## src/rtl/color_stream_if.sv

```systemverilog
// Handshake and output bundle of the color stream transmitter.
// The upstream producer drives in_valid and in_color. The transmitter drives
// everything else, including the registered color symbol and its status.
`timescale 1ns/1ps
interface color_stream_if;
  logic       in_valid;
  logic [1:0] in_color;
  logic       in_ready;
  logic       out_valid;
  logic [1:0] color;
  logic [7:0] fill_cnt;
  logic       err;

  // Upstream / observer side.
  modport master (
    output in_valid, in_color,
    input  in_ready, out_valid, color, fill_cnt, err
  );

  // Transmitter side.
  modport slave (
    input  in_valid, in_color,
    output in_ready, out_valid, color, fill_cnt, err
  );
endinterface

```

## src/rtl/color_stream_tx.sv

```systemverilog
// Color stream transmitter.
// Requested colors are buffered in a small FIFO and emitted one per cycle on a
// registered output. No two consecutive emitted colors are equal: when the
// FIFO head matches the last emitted color, a filler color is sent first.
//
// Handshake: a push happens on a rising edge where in_valid && in_ready.
// in_ready depends only on registered occupancy, so it never depends on
// in_valid. A full FIFO refuses a push even if it pops on the same edge.
// Color 3 is consumed on handshake but never stored, and it sets err.
`timescale 1ns/1ps
module color_stream_tx #(
  parameter int DEPTH = 4
) (
  input  logic         clk,
  input  logic         reset,
  color_stream_if.slave bus
);

  localparam int          AW       = (DEPTH > 1) ? $clog2(DEPTH) : 1;
  localparam logic [AW:0] FULL_CNT = (AW+1)'(DEPTH);

  logic [1:0]    mem [DEPTH];
  logic [AW-1:0] wr_ptr;
  logic [AW-1:0] rd_ptr;
  logic [AW:0]   count;

  // color_r also serves as "last": it always holds the most recently emitted
  // color, and it keeps that value across idle gaps.
  logic [1:0] color_r;
  logic       out_valid_r;
  logic       have_last;
  logic [7:0] fill_cnt_r;
  logic       err_r;

  logic       full;
  logic       empty;
  logic       push_hs;
  logic       push;
  logic [1:0] head;
  logic       emit_head;
  logic       emit_fill;
  logic [1:0] filler;

  // Derive the handshake, the emission decision and the filler choice.
  always_comb begin
    full      = (count == FULL_CNT);
    empty     = (count == '0);
    push_hs   = bus.in_valid && !full;
    push      = push_hs && (bus.in_color != 2'd3);
    head      = mem[rd_ptr];
    emit_head = !empty && (!have_last || (head != color_r));
    emit_fill = !empty && have_last && (head == color_r);
    // Smallest legal color different from the last one sent.
    filler    = (color_r == 2'd0) ? 2'd1 : 2'd0;
  end

  // FIFO storage. No reset: pointers and count define which entries are valid.
  always_ff @(posedge clk) begin
    if (push) mem[wr_ptr] <= bus.in_color;
  end

  // Pointers, occupancy, output register and status.
  always_ff @(posedge clk or posedge reset) begin
    if (reset) begin
      wr_ptr      <= '0;
      rd_ptr      <= '0;
      count       <= '0;
      color_r     <= 2'd0;
      out_valid_r <= 1'b0;
      have_last   <= 1'b0;
      fill_cnt_r  <= 8'd0;
      err_r       <= 1'b0;
    end else begin
      if (push)      wr_ptr <= wr_ptr + 1'b1;
      if (emit_head) rd_ptr <= rd_ptr + 1'b1;

      case ({push, emit_head})
        2'b10:   count <= count + 1'b1;
        2'b01:   count <= count - 1'b1;
        default: count <= count;
      endcase

      if (push_hs && (bus.in_color == 2'd3)) err_r <= 1'b1;

      if (emit_head) begin
        color_r     <= head;
        out_valid_r <= 1'b1;
        have_last   <= 1'b1;
      end else if (emit_fill) begin
        // Head stays put; it is guaranteed to differ from the filler next cycle.
        color_r     <= filler;
        out_valid_r <= 1'b1;
        if (fill_cnt_r != 8'hFF) fill_cnt_r <= fill_cnt_r + 8'd1;
      end else begin
        out_valid_r <= 1'b0;
      end
    end
  end

  assign bus.in_ready  = !full;
  assign bus.out_valid = out_valid_r;
  assign bus.color     = color_r;
  assign bus.fill_cnt  = fill_cnt_r;
  assign bus.err       = err_r;

endmodule

```

## src/flat_wrapper.sv

```systemverilog
// flat-port wrapper written by rule: the top's interface ports become plain ports
module color_stream_tx_flat 
#(
  parameter int DEPTH = 4
)
  (clk, reset, bus_in_valid, bus_in_color, bus_in_ready, bus_out_valid, bus_color, bus_fill_cnt, bus_err);
  color_stream_if bus_i ();
  input  logic clk;
  input  logic reset;
  input wire logic [$bits(bus_i.in_valid)-1:0] bus_in_valid;
  input wire logic [$bits(bus_i.in_color)-1:0] bus_in_color;
  output wire logic [$bits(bus_i.in_ready)-1:0] bus_in_ready;
  output wire logic [$bits(bus_i.out_valid)-1:0] bus_out_valid;
  output wire logic [$bits(bus_i.color)-1:0] bus_color;
  output wire logic [$bits(bus_i.fill_cnt)-1:0] bus_fill_cnt;
  output wire logic [$bits(bus_i.err)-1:0] bus_err;
  assign bus_i.in_valid = bus_in_valid;
  assign bus_i.in_color = bus_in_color;
  assign bus_in_ready = bus_i.in_ready;
  assign bus_out_valid = bus_i.out_valid;
  assign bus_color = bus_i.color;
  assign bus_fill_cnt = bus_i.fill_cnt;
  assign bus_err = bus_i.err;
  color_stream_tx #(.DEPTH(DEPTH)) u_core (.clk(clk), .reset(reset), .bus(bus_i));
endmodule
```

## config.mk

```make
export PLATFORM = sky130hd
export DESIGN_NAME = color_stream_tx_flat
export DESIGN_NICKNAME = d
export VERILOG_FILES = /design/src/rtl/color_stream_if.sv /design/src/rtl/color_stream_tx.sv /design/src/flat_wrapper.sv
export SDC_FILE = /design/constraint.sdc
export NUM_CORES = 1
export LEC_CHECK = 0
export BUFFER_PORTS_ARGS = -buffer_cell sky130_fd_sc_hd__buf_2
export CELL_PAD_IN_SITES_DETAIL_PLACEMENT = 1
export CELL_PAD_IN_SITES_GLOBAL_PLACEMENT = 2
export CORE_MARGIN = 2
export CORE_UTILIZATION = 34
export DETAILED_ROUTE_END_ITERATION = 10
export PLACE_DENSITY = 0.69
export SLEW_MARGIN = 15
export SYNTH_ARGS = -nofsm -noshare
export SYNTH_HDL_FRONTEND = slang
export SYNTH_SLANG_ARGS = --single-unit
```

## constraint.sdc

```tcl
create_clock -name clk -period 2.7 [get_ports clk]
set_input_delay 0.135 -clock clk [delete_from_list [all_inputs] [get_ports clk]]
set_output_delay 0.135 -clock clk [all_outputs]
set_load 0.005 [all_outputs]
```

==> flow_summary.toml, run 1 <==
[logic_synthesis]
synth_nets = 124
synth_area_um2 = 1410
ys_seq_elements = 28
avgSynthCellArea_um2 = 12.6
ys_types = 30
synth_warnings = 0
yosysSeqAreaShare_pct = 52.6
synthCells = 112
synth_edf_count = 8
synthFlopType = "dfrtp_1"
async_reset_ff_share_pct = 71.4

[power_and_ir_drop]
sw_frac_of_total_pct = 38.7
vdd_drop_max_uv = 653
p_comb_share_pct = 50.6
power_density_nw_per_um2 = 1180
power_frac_seq_pct = 37.7
switchingPower_uw = 747
clkPwrFrac_pct = 11.7
internal-power_uw = 1180
p_leak_uw = 0.000729

[die]
die_h_um = 68.3
die_x_um = 68.3
coreArea_um2 = 4000
num_io_pins = 18
die_area_um2 = 4670
std_cell_rows = 23
start_util_pct = 35.2

[clock_tree]
postCtsHoldBufs = 0
clock_sinks = 28
htreeDepth = 1
cts_tree = "yes"
clk_path_buf_depth = 2
clk_pin_slew_ps = 90
clock-root-buffer = "clkbuf_8"
clk_latency_ps = 270
cts_made_buffers = 3

[global_routing]
grt_max_degree = 21
grt_overflow_total = 0
grt_pass1_vias = 982
grt_usage_pct = 14.0
grt_pass1_wl_um = 4820
antenna_found_initial = 0

[routing]
firstDrtPassIters = 3
routed_wl_um = 2740
drc = 0
initialDrtViolationCount = 45
post_drt_wl_per_cell_um = 14.6
drtAntennaViolNets = 0
viasPerCell = 4.83
via_count = 903

[worst_setup_path]
r2r_start = "u_core.rd_ptr[0]$_DFFE_PP0P_"
cp_slowest_cell = "mux4_2"
r2r_slack_ps = 200
startpoint_type = "flop"
critPathBufInv = 1
end_kind = "flop"
critPathKind = "flop to flop"
crit_family = "multiplexers"
cp_cell_sequence = "mux4_2, xnor2_4, o31ai_4, and2_4, ha_1, inv_1, fa_1, xor2_1, nor2_1, xor2_1"
required_ps = 2900
slowest_delay_ps = 580
r2r_end = "u_core.count[2]$_DFFE_PP0P_"
rr_worst_depth = 10
path_max_fanout = 2
arrival_ps = 2700
crit_top_cell = "xor2_1"

[sta]
finalHoldViolCount = 0
setup_tns_ps = 0
fin_worst_skew_ps = 1.49
rsz0062_at_grt = "false"
finalCriticalPeriod_ps = 2500
relSlewSlack_pct = 44.8
fin_crit_sh_pct = 92.5
report.final.slew_viol_count = 0
clock.fmax_ghz = 0.400
worstMarginPinSlew_ps = 828
setup_viol = 0

[placement]
globalplace.congestion = 0.833
portBuffers = 17
dpl.hpwl_um = 2150
dp_cells = 182

[finish]
layout-drive-gt1-share_pct = 29.2
layout_commonest_cell = "dfrtp_1"
finalNonFillerCells = 187
syn_to_final_growth_pct = 16.3
final_nets = 150
layout_common_cells = "dfrtp_1, buf_2, inv_1"
nFillCells = 444
diodes = 0

[hold_path]
hp-class = "primary input to async pin"

[run_status]
outcome = "complete, no violations"

[job]
maxCapViolations = 0
## Yosys cell counts (2+ instances only)
cell / instances / area (µm²)
dfrtp_1: 20 / 500
inv_1: 10 / 37.5
xor2_1: 9 / 78.8
edfxtp_1: 8 / 240
nand2_1: 8 / 30.0
nand3_1: 8 / 40.0
ha_1: 6 / 75.1
mux2i_1: 5 / 50.1
nor2_1: 5 / 18.8
and2_1: 4 / 25.0
nor3_1: 3 / 15.0
xnor2_1: 3 / 26.3
a21oi_1: 2 / 10.0
mux2_2: 2 / 22.5
nor4_2: 2 / 25.0
nor4b_2: 2 / 30.0
o31ai_1: 2 / 15.0
## logic make-up (layout without fill, tap and decap cells)
kind of cell / count (synthesis) / in the layout / synth area share (%)
compound gates: 8 / 8 / 5.07
xor+xnor: 13 / 13 / 9.42
fa+ha+maj: 7 / 7 / 6.76
buf+inv: 11 / 36 / 3.47
flops: 28 / 28 / 52.6
mux: 9 / 9 / 7.56
simple gates: 36 / 36 / 15.1
## metal layers
| layer | track usage, % | share of wire [%] | up-vias |
|---|---|---|---|
| li1 | - | - | 436 |
| met1 | 18.4 | 45 | 450 |
| met2 | 22.9 | 50 | 11 |
| met3 | 2.47 | 2.0 | 6 |
| met4 | 5.25 | 2.6 | 0 |
| met5 | 0 | 0 | - |
## metrics by stage
stage               hold slack, ps  cell area (µm²)  worst slack (ps)  power [µW]  util, %
finish                        15.7             1640               201        1930     40.9
global route                  64.3             1640              5.86        2120     40.9
CTS                           51.9             1620               104        1920     40.5
detailed placement             351             1570               138        1690     39.3
global placement               338             1570               261        1650     39.3
floorplan                     98.8             1410               141        1420        -
## sequential cells by signal, summed over array words and instances, names as in the netlist
name and flops:
u_core.bus.fill_cnt 8, u_core.mem 8, u_core.count 3, u_core.bus.color 2
u_core.rd_ptr 2, u_core.wr_ptr 2, u_core.bus.err 1, u_core.bus.out_valid 1
u_core.have_last 1
## final cells by class
class / count / area, µm² / share of cell area [%]
Tap cell: 50 / 62.6 / 3.82
Timing Repair Buffer: 22 / 123 / 7.49
Sequential cell: 28 / 742 / 45.3
Multi-Input combinational cell: 73 / 627 / 38.3
Clock buffer: 3 / 41.3 / 2.52
Inverter: 10 / 37.5 / 2.29
Clock inverter: 1 / 3.75 / 0.229
## power groups by stage
| stage | clock, µW | combinational (µW) | sequential, µW |
|---|---|---|---|
| global route | 255 | 1110 | 751 |
| global placement | 0 | 932 | 718 |
| floorplan | 0 | 712 | 703 |
| detailed placement | 0 | 953 | 733 |
| finish | 226 | 976 | 727 |
| CTS | 237 | 961 | 724 |
## worst max path at each step
stage / cells past startpoint / slack, ps / to / startpoint
2_1_floorplan: 11 / 140 / u_core.count[2]$_DFFE_PP0P_ / u_core.rd_ptr[0]$_DFFE_PP0P_
3_3_place_gp: 10 / 260 / u_core.count[2]$_DFFE_PP0P_ / u_core.rd_ptr[0]$_DFFE_PP0P_
3_5_place_dp: 10 / 140 / u_core.count[2]$_DFFE_PP0P_ / u_core.rd_ptr[1]$_DFFE_PP0P_
4_1_cts: 10 / 100 / u_core.count[2]$_DFFE_PP0P_ / u_core.rd_ptr[1]$_DFFE_PP0P_
5_1_grt: 10 / 6 / u_core.count[2]$_DFFE_PP0P_ / u_core.rd_ptr[0]$_DFFE_PP0P_
6_report: 10 / 200 / u_core.count[2]$_DFFE_PP0P_ / u_core.rd_ptr[0]$_DFFE_PP0P_
## what timing repair did
item | in CTS | in global routing
endpoints found under the setup margin | 0 | 1
buffers inserted | 0 | 1
resized for setup | 0 | 4
Note: power is estimated with default switching activity, not from simulation.
==> inputs of run 2 (changes only) <==
- clock period: 2.7 -> 2.2 ns (I/O delays scaled with it)
==> flow_summary.toml, run 2 (synthesized netlist as in run 1, its figures left out) <==
[run_status]
outcome = "finished with violations"
violations = "hold timing, setup timing"

[die]
coreArea_um2 = 4000
std_cell_rows = 23
die_h_um = 68.3
num_io_pins = 18
die_x_um = 68.3
die_area_um2 = 4670
start_util_pct = 35.2

[clock_tree]
clk_latency_ps = 270
clk_path_buf_depth = 2
cts_made_buffers = 3
clock_sinks = 28
cts_tree = "yes"
clk_pin_slew_ps = 90
clock-root-buffer = "clkbuf_8"
postCtsHoldBufs = 0
htreeDepth = 1

[worst_setup_path]
rr_worst_depth = 10
r2r_start = "u_core.rd_ptr[0]$_DFFE_PP0P_"
startpoint_type = "flop"
path_max_fanout = 2
end_kind = "flop"
crit_top_cell = "xor2_1"
critPathBufInv = 1
required_ps = 2360
r2r_slack_ps = -180
cp_cell_sequence = "mux4_2, xnor2_4, o31ai_4, and2_4, ha_4, inv_2, fa_2, xor2_1, nor2_1, xor2_1"
cp_slowest_cell = "mux4_2"
critPathKind = "flop to flop"
arrival_ps = 2550
r2r_end = "u_core.count[2]$_DFFE_PP0P_"
slowest_delay_ps = 580
crit_family = "multiplexers"

[power_and_ir_drop]
power_density_nw_per_um2 = 1510
p_leak_uw = 0.000768
vdd_drop_max_uv = 739

[finish]
finalNonFillerCells = 195
syn_to_final_growth_pct = 22.3
diodes = 0
layout-drive-gt1-share_pct = 35.2
layout_commonest_cell = "dfrtp_1"
layout_common_cells = "dfrtp_1, buf_2, buf_4"
final_nets = 158

[global_routing]
grt_pass1_wl_um = 4710
antenna_found_initial = 0
grt_overflow_total = 0
grt_max_degree = 21
grt_pass1_vias = 1008
grt_usage_pct = 13.9

[routing]
drtAntennaViolNets = 0
post_drt_wl_per_cell_um = 13.8
firstDrtPassIters = 4
viasPerCell = 4.80
routed_wl_um = 2690
drc = 0
initialDrtViolationCount = 48
via_count = 936

[placement]
globalplace.congestion = 0.715
dpl.hpwl_um = 2100
dp_slack_ps = -207
dp_cells = 189
portBuffers = 17

[sta]
setup_viol = 2
worstMarginPinSlew_ps = 804
report.final.slew_viol_count = 0
fin_crit_sh_pct = 108
clock.fmax_ghz = 0.419
relSlewSlack_pct = 46.3
setup_tns_ps = -246
setup_ws_ps = -185
holdWs_ps = -23.2
rsz0062_at_grt = "true"
finalCriticalPeriod_ps = 2380
fin_worst_skew_ps = 2.33
finalHoldViolCount = 20

[job]
maxCapViolations = 0

[hold_path]
hp-class = "primary input to async pin"
## run 2: worst max-delay path by stage
stage               slack [ps]                     endpoint  cells past startpoint                         start
finish                    -180  u_core.count[2]$_DFFE_PP0P_                     10  u_core.rd_ptr[0]$_DFFE_PP0P_
global route              -320  u_core.count[2]$_DFFE_PP0P_                     10  u_core.rd_ptr[0]$_DFFE_PP0P_
CTS                       -210  u_core.count[2]$_DFFE_PP0P_                     10  u_core.rd_ptr[0]$_DFFE_PP0P_
detailed placement        -210  u_core.count[2]$_DFFE_PP0P_                     10  u_core.rd_ptr[0]$_DFFE_PP0P_
global placement          -110  u_core.count[2]$_DFFE_PP0P_                     10  u_core.rd_ptr[0]$_DFFE_PP0P_
floorplan                 -280  u_core.count[2]$_DFFE_PP0P_                     11  u_core.rd_ptr[0]$_DFFE_PP0P_
## run 2: final cells by class
class | instances | area [µm²]
timing repair buffer | 30 | 183
sequential | 28 | 741
clock inverter | 1 | 3.75
multi-input combinational | 73 | 653
inverter | 10 | 37.5
fill | 441 | 2280
tap | 50 | 62.6
clock buffer | 3 | 41.3
## run 2: metal layers
layer / vias up / global-route usage [%] / share of wire, %
met1: 471 / 18.6 / 47
met3: 4 / 3.45 / 2.4
li1: 450 / - / -
met5: - / 0 / 0
met4: 0 / 4.50 / 1.3
met2: 11 / 22.0 / 49
## run 2: where the power goes
group	leakage (µW)	internal (µW)	total [µW]	switching [µW]
Combinational	0.000436	779	1440	660
Clock	0.0000231	125	281	155
Sequential	0.000309	716	872	156
Total	0.000768	1620	2590	971
## run 2: stage by stage
stage | hold slack, ps | utilization, % | power, µW | instance area (µm²)
after floorplan | 73.8 | - | 1800 | 1420
after global placement | 313 | 41.1 | 2210 | 1640
after detailed placement | 315 | 41.1 | 2260 | 1640
after CTS | 15.6 | 42.4 | 2580 | 1700
after global routing | 36.8 | 43.0 | 2830 | 1720
final | -23.2 | 43.0 | 2590 | 1720
## run 2: what timing repair did
action,in CTS,in global routing
resized for setup,1,3
buffers inserted,1,3
pin swaps,4,1
endpoints found under the setup margin,2,6
